`src/rtl/dct8_pkg.sv`:
```
// Shared lane indices and range helpers for the stage-5 DCT butterfly.
package dct8_pkg;

  // Lane positions inside one 8-lane vector.
  localparam int L0 = 0;
  localparam int L1 = 1;
  localparam int L2 = 2;
  localparam int L3 = 3;
  localparam int L4 = 4;
  localparam int L5 = 5;
  localparam int L6 = 6;
  localparam int L7 = 7;

  // Widest internal value: 64-bit lanes plus two guard bits.
  localparam int MAX_XW = 66;

  // Flat lane number of lane k in channel c.
  function automatic int lane(input int c, input int k);
    return c * 8 + k;
  endfunction

  // Largest value representable in a signed data_w-bit lane.
  function automatic logic signed [MAX_XW-1:0] max_w(input int data_w);
    logic signed [MAX_XW-1:0] one;
    one = 1;
    return (one <<< (data_w - 1)) - one;
  endfunction

  // True when value lies outside the signed data_w-bit range.
  function automatic logic ovf_w(input logic signed [MAX_XW-1:0] value, input int data_w);
    logic signed [MAX_XW-1:0] hi;
    logic signed [MAX_XW-1:0] lo;
    hi = max_w(data_w);
    lo = -hi - 1;
    return (value > hi) || (value < lo);
  endfunction

  // Clamp value to the signed data_w-bit range.
  function automatic logic signed [MAX_XW-1:0] sat_w(input logic signed [MAX_XW-1:0] value,
                                                      input int data_w);
    logic signed [MAX_XW-1:0] hi;
    logic signed [MAX_XW-1:0] lo;
    hi = max_w(data_w);
    lo = -hi - 1;
    if (value > hi) return hi;
    else if (value < lo) return lo;
    else return value;
  endfunction

endpackage

```
`src/rtl/dct8_pipe_reg.sv`:
```
// One valid/ready register slice with bubble collapse and no skid buffer.
module dct8_pipe_reg
  import dct8_pkg::*;
#(
  parameter int W = 8
) (
  input  logic         clk,
  input  logic         rst,
  input  logic [W-1:0] src_data,
  input  logic         src_valid,
  output logic         src_ready,
  output logic [W-1:0] dst_data,
  output logic         dst_valid,
  input  logic         dst_ready
);

  // The slice can take a beat when empty or when its current beat leaves now.
  assign src_ready = !dst_valid || dst_ready;

  // Valid bit follows the upstream valid whenever the slot is free to change.
  always_ff @(posedge clk or posedge rst) begin
    // NOTE: state is updated with <= so every register samples pre-edge values.
    if (rst) dst_valid <= 1'b0;
    else if (src_ready) dst_valid <= src_valid;
  end

  // Payload loads only on a real transfer, so idle input data never enters.
  always_ff @(posedge clk or posedge rst) begin
    // NOTE: the payload is reset too, because the output data must read 0 after reset.
    if (rst) dst_data <= '0;
    else if (src_valid && src_ready) dst_data <= src_data;
  end

endmodule

```
`src/rtl/dct8_stage5_pipe.sv`:
```
// Stage-5 butterfly of the 8-point DCT: NCH vectors per beat, 1 or 2 pipe
// stages, wrap or saturate, per-channel overflow flag, valid/ready on both sides.
module dct8_stage5_pipe
  import dct8_pkg::*;
#(
  parameter int DATA_W = 64,
  parameter int NCH    = 1,
  parameter int PIPE   = 2,
  parameter int SAT    = 0
) (
  input  logic                  clk,
  input  logic                  rst,
  input  logic [NCH*8*DATA_W-1:0] i_data_in,
  input  logic                  i_valid,
  output logic                  i_ready,
  output logic [NCH*8*DATA_W-1:0] o_data_out,
  output logic                  o_valid,
  input  logic                  o_ready,
  output logic [NCH-1:0]        o_ovf
);

  // Internal width: two guard bits keep every y exact.
  localparam int XW = DATA_W + 2;
  // Per-channel mid-point record: 8 values of XW bits plus a partial overflow bit.
  localparam int CW = 8 * XW + 1;
  localparam int MW = NCH * CW;
  localparam int DW = NCH * 8 * DATA_W;
  localparam int OW = DW + NCH;

  logic [MW-1:0] mid_comb;
  logic [MW-1:0] mid;
  logic [OW-1:0] out_comb;
  logic [OW-1:0] out_q;

  for (genvar c = 0; c < NCH; c++) begin : g_ch
    // First half: y0, y4, y2, y6 are final; d and s are the shared partial sums.
    logic signed [XW-1:0] x [8];
    logic signed [XW-1:0] a [8];
    for (genvar k = 0; k < 8; k++) begin : g_in
      assign x[k] = XW'(signed'(i_data_in[lane(c, k)*DATA_W +: DATA_W]));
      assign mid_comb[c*CW + k*XW +: XW] = a[k];
    end
    assign a[0] = x[L0] + x[L1];
    assign a[1] = x[L0] - x[L1];
    assign a[2] = x[L3] + x[L2];
    assign a[3] = x[L3] - x[L2];
    assign a[4] = x[L7] - x[L5];
    assign a[5] = x[L7] + x[L5];
    assign a[6] = x[L4];
    assign a[7] = x[L6];
    assign mid_comb[c*CW + CW-1] = ovf_w(a[0], DATA_W) | ovf_w(a[1], DATA_W) |
                                   ovf_w(a[2], DATA_W) | ovf_w(a[3], DATA_W);

    // Second half: finish y5, y3, y1, y7 and reduce every lane to DATA_W bits.
    logic signed [XW-1:0] m [8];
    logic signed [XW-1:0] y [8];
    for (genvar k = 0; k < 8; k++) begin : g_mid
      assign m[k] = mid[c*CW + k*XW +: XW];
    end
    assign y[L0] = m[0];
    assign y[L4] = m[1];
    assign y[L2] = m[2];
    assign y[L6] = m[3];
    assign y[L5] = m[4] + m[6];
    assign y[L3] = m[4] - m[6];
    assign y[L1] = m[5] + m[7];
    assign y[L7] = m[5] - m[7];
    for (genvar k = 0; k < 8; k++) begin : g_out
      assign out_comb[lane(c, k)*DATA_W +: DATA_W] =
        (SAT != 0) ? DATA_W'(sat_w(y[k], DATA_W)) : DATA_W'(y[k]);
    end
    assign out_comb[DW + c] = mid[c*CW + CW-1] |
                              ovf_w(y[L5], DATA_W) | ovf_w(y[L3], DATA_W) |
                              ovf_w(y[L1], DATA_W) | ovf_w(y[L7], DATA_W);
  end

  if (PIPE == 2) begin : g_two
    // Split adder tree: mid-point register feeds the output register.
    logic mid_valid;
    logic mid_ready;

    dct8_pipe_reg #(.W(MW)) u_reg0 (
      .clk       (clk),
      .rst       (rst),
      .src_data  (mid_comb),
      .src_valid (i_valid),
      .src_ready (i_ready),
      .dst_data  (mid),
      .dst_valid (mid_valid),
      .dst_ready (mid_ready)
    );

    dct8_pipe_reg #(.W(OW)) u_reg1 (
      .clk       (clk),
      .rst       (rst),
      .src_data  (out_comb),
      .src_valid (mid_valid),
      .src_ready (mid_ready),
      .dst_data  (out_q),
      .dst_valid (o_valid),
      .dst_ready (o_ready)
    );
  end else begin : g_one
    // Single stage: the whole butterfly settles into the output register.
    assign mid = mid_comb;

    dct8_pipe_reg #(.W(OW)) u_reg1 (
      .clk       (clk),
      .rst       (rst),
      .src_data  (out_comb),
      .src_valid (i_valid),
      .src_ready (i_ready),
      .dst_data  (out_q),
      .dst_valid (o_valid),
      .dst_ready (o_ready)
    );
  end

  assign o_data_out = out_q[DW-1:0];
  assign o_ovf      = out_q[OW-1:DW];

endmodule

```
`config.mk`:
```
export PLATFORM = sky130hd
export DESIGN_NAME = dct8_stage5_pipe
export DESIGN_NICKNAME = d
export VERILOG_FILES = /design/src/rtl/dct8_pkg.sv /design/src/rtl/dct8_pipe_reg.sv /design/src/rtl/dct8_stage5_pipe.sv
export SDC_FILE = /design/constraint.sdc
export NUM_CORES = 2
export LEC_CHECK = 0
export CAP_MARGIN = 20
export CORE_ASPECT_RATIO = 0.7
export CORE_MARGIN = 5
export CORE_UTILIZATION = 35
export CTS_BUF_LIST = sky130_fd_sc_hd__clkbuf_16
export CTS_CLUSTER_DIAMETER = 40
export DETAILED_ROUTE_END_ITERATION = 8
export PLACE_DENSITY = 0.65
export SYNTH_ARGS = -nofsm -noshare
export SYNTH_HDL_FRONTEND = slang
export SYNTH_SLANG_ARGS = --single-unit
```
`constraint.sdc`:
```
create_clock -name clk -period 43.9 [get_ports clk]
set_input_delay 13.17 -clock clk [delete_from_list [all_inputs] [get_ports clk]]
set_output_delay 13.17 -clock clk [all_outputs]
set_load 0.03 [all_outputs]
```
==> metrics.md <==
| Metric | Value |
|---|---|
| Top cell family by delay on the critical path | buffers and inverters |
| Mapped Cells | 8377 |
| Peak supply drop | 0.0378 mV |
| Commonest cells post-synth | dfrtp_1 (1023), nand2_1 (1010), o21ai_0 (921) |
| TritonCTS clock tree | done |
| Ratio of cells with drive above 1 in the final layout | 0.0686 |
| Global Route Usage Sum | 0.243 |
| Vias | 64100 |
| Synth warnings | 0 |
| LEAKAGE | 39.1 nW |
| Main synth FF type | dfrtp_1 |
| DRC violations left | 0 |
| First-pass GRT wire length | 402000 um |
| Fin crit period | 27.78 ns |
| GRT overflow | 0 |
| Die W | 549 um |
| Sequential fraction of the synthesis area | 0.360 |
| Number of setup violations in the final report | 0 |
| Worst slew margin | 0.183 |
| CP endpoint kind | output port |
| Count of cell types in the netlist | 94 |
| R2r setup slk | 38.16 ns |
| # fillers | 19800 |
| CP max stage delay | approximately 0.72 ns |
| Area Growth Syn to Fin | 25.0% |
| DIE AREA | 212000 um^2 |
| Die extent in y | approximately 390 um |
| EDFF count, synth | 0 |
| F_max | 0.0360 GHz |
| CTS Sinks | 1023 |
| Core outline area | 202000 um^2 |
| Worst Hold Endpoint | g_two.u_reg0.dst_data[135] |
| IO Port Bufs | 1030 |
| Postcts setup bufs | 0 |
| DP Worst Slack | around 16 ns |
| Hpwl dp | 216000 um |
| Drt wl/cell | 22.4 um |
| Nets | 10300 |
| Post-synth top area share | 0.360 |
| Async S/R FF share, synth | 1.00 |
| Final WS setup | 16.12 ns |
| Worst Hold Depth | 2 |
| Synth Register Bits | roughly 1000 |
| Final period util | 0.633 |
| H-tree lvl count | 4 |
| Reg2reg end | g_two.u_reg1.dst_data[512] |
| Final Hold Viols | 0 |
| Crit path max-delay cell type | clkdlybuf4s50_1 |
| Cts repair resizes | 0 |
| Syn Area/Cell | 8.49 um^2 |
| First-pass DRT Iterations | 6 |
| Worst endpoint data arrival time | 14.61 ns |
| R2R depth | 16 |
| Remaining antenna violation count after routing | 0 |
| Total Power | 5.13 mW |
| Top-count cell post-synth | dfrtp_1 |
| Max Cap Viol | 0 |
| Syn nets | 9547 |
| Initial antenna violation count | 39 |
| Critical path startpoint category | primary input |
| FF+latch area | around 26000 um^2 |
| Post-synth top area cell | dfrtp_1 |
| Worst skew pair latency | 0.80 ns |
| Setup TNS | 0 ns |
| Cell Chain, Critical Path | clkdlybuf4s50_1 -> nand3b_1 -> clkdlybuf4s50_1 |
| GP Congestion | between 0.9 and 1 |
| Clock slew at reported path FFs | around 0.060 ns |
| Synthesized area | 71100 um^2 |
| Slew Limit Fails | 0 |
| Multi-input gate area | 41400 um^2 |
| IO Count | 1031 |
| Min Hold Slack | 0.468 ns |
| DRT iter0 DRCs | 5092 |
| Post-Route Utilization | 0.440 |
| Most frequent cell on the critical path | clkdlybuf4s50_1 |
| Worst-path fanout max | 4 |
| Outcome | completed |
| Synth area leaders | dfrtp_1 (36%), ha_1 (11%), o21ai_0 (6.5%), xnor2_1 (6.3%), nand2_1 (5.3%) |
| Largest net degree at the start of global routing | 159 |
| Worst EP required | 30.73 ns |
| Worst slew pin tran | 1.22 ns |
| Final Cell Area | 88900 um^2 |
| Core Rows | 138 |
| CP bufs+invs | 2 |
| Non-Filler Instances | 12000 |
| CTS buffer count | 162 |
| CTS root buf | clkbuf_16 |
| Clock skew | between 0.05 and 0.06 ns |
| Hold wc startpoint | g_two.u_reg0.dst_data[135] |
| Final WL | 270000 um |
| Bufs on Longest Clock Path | 4 |
| Vias per inst | 5.32 |
| Cell Area, Placed | 83500 um^2 |
| Pwr/cell area | 57.7 nW/um^2 |
| CP Class | in -> out |
| Unrepaired setup endpoints after global routing | false |
| Reg-to-Reg Start | g_two.u_reg0.dst_data[330] |
| Initial core utilization | 0.352 |
| Hold-fix buffers at CTS | 0 |
| Hold Crit Class | reg -> reg |
| Vias in the first global route | 63100 |
| Placed Cells | 11700 |
[sequential cells by signal, indices dropped and copies added, names as in the netlist]
register,flops
g_two.u_reg0.dst_data,512
g_two.u_reg1.dst_data,509
g_two.u_reg1.dst_valid,1
g_two.u_reg0.dst_valid,1
[worst reg2reg max path, stage by stage (launching register included)]
cell,delay [ns]
dfrtp_1,0.51
inv_1,0.32
ha_1,0.37
nor2b_1,0.10
o31a_1,0.30
o41ai_1,0.49
a21boi_1,0.26
o2111ai_1,0.64
a21oi_1,0.32
o311ai_1,0.51
nand2_1,0.24
a311oi_2,0.66
xnor2_1,0.19
a21oi_1,0.09
a211oi_1,0.24
a31oi_1,0.08
o41a_1,0.31
[worst max-delay path by stage]
stage	slack [ns]	cells past startpoint	from	to
floorplan	1.94	1	rst	g_two.u_reg0.dst_data[100]
global placement	16.09	3	o_ready	i_ready
detailed placement	16.10	3	o_ready	i_ready
CTS	16.09	3	o_ready	i_ready
global route	16.05	3	o_ready	i_ready
finish	16.12	3	o_ready	i_ready
[placed cells by master (no fill, tap or decap), types with 75 or more instances in the layout]
master / n
clkdlybuf4s50_1: 1030
dfrtp_1: 1023
nand2_1: 1008
o21ai_0: 921
a21oi_1: 691
inv_1: 649
ha_1: 644
nor2_1: 573
xnor2_1: 511
mux2_2: 267
o21bai_1: 198
clkbuf_16: 163
nor3_1: 128
a21o_1: 113
nand3_1: 96
xor2_1: 79
o31ai_1: 75
[layout make-up]
cell class                 count  area share
multi-input combinational   6260       0.465
sequential                  1023       0.288
timing repair buffer        1069       0.120
clock buffer                 163      0.0459
tap                         2730      0.0384
inverter                     648      0.0274
clock inverter               124      0.0140
antenna                       29    0.000816
[layer usage]
layer / global-route usage / up-vias / part of all wire
met3: 0.0449 / 393 / 0.063
met1: 0.341 / 31200 / 0.46
met4: 0.0840 / 14 / 0.037
li1: - / 30500 / -
met5: 0 / - / 0.00034
met2: 0.376 / 1967 / 0.44
[where the power goes]
group	internal [mW]	total [mW]	switching, mW
sequential	1.23	1.44	0.210
clock	0.777	1.28	0.499
combinational	0.922	2.41	1.49
total	2.93	5.13	2.20
[cell families (layout without fill, tap and decap cells)]
logic type	after synthesis	count (layout)	synth area share
multiplexers	273	273	0.0431
adder cells (fa/ha/maj)	654	654	0.116
buffers and inverters	1094	2004	0.0582
flip-flops	1023	1023	0.360
AO/OA/AOI/OAI	2508	2508	0.211
XOR/XNOR	590	590	0.0727
other	0	29	0
AND/OR/NAND/NOR	2235	2235	0.139
No activity file was read; power rests on OpenSTA's default activity.
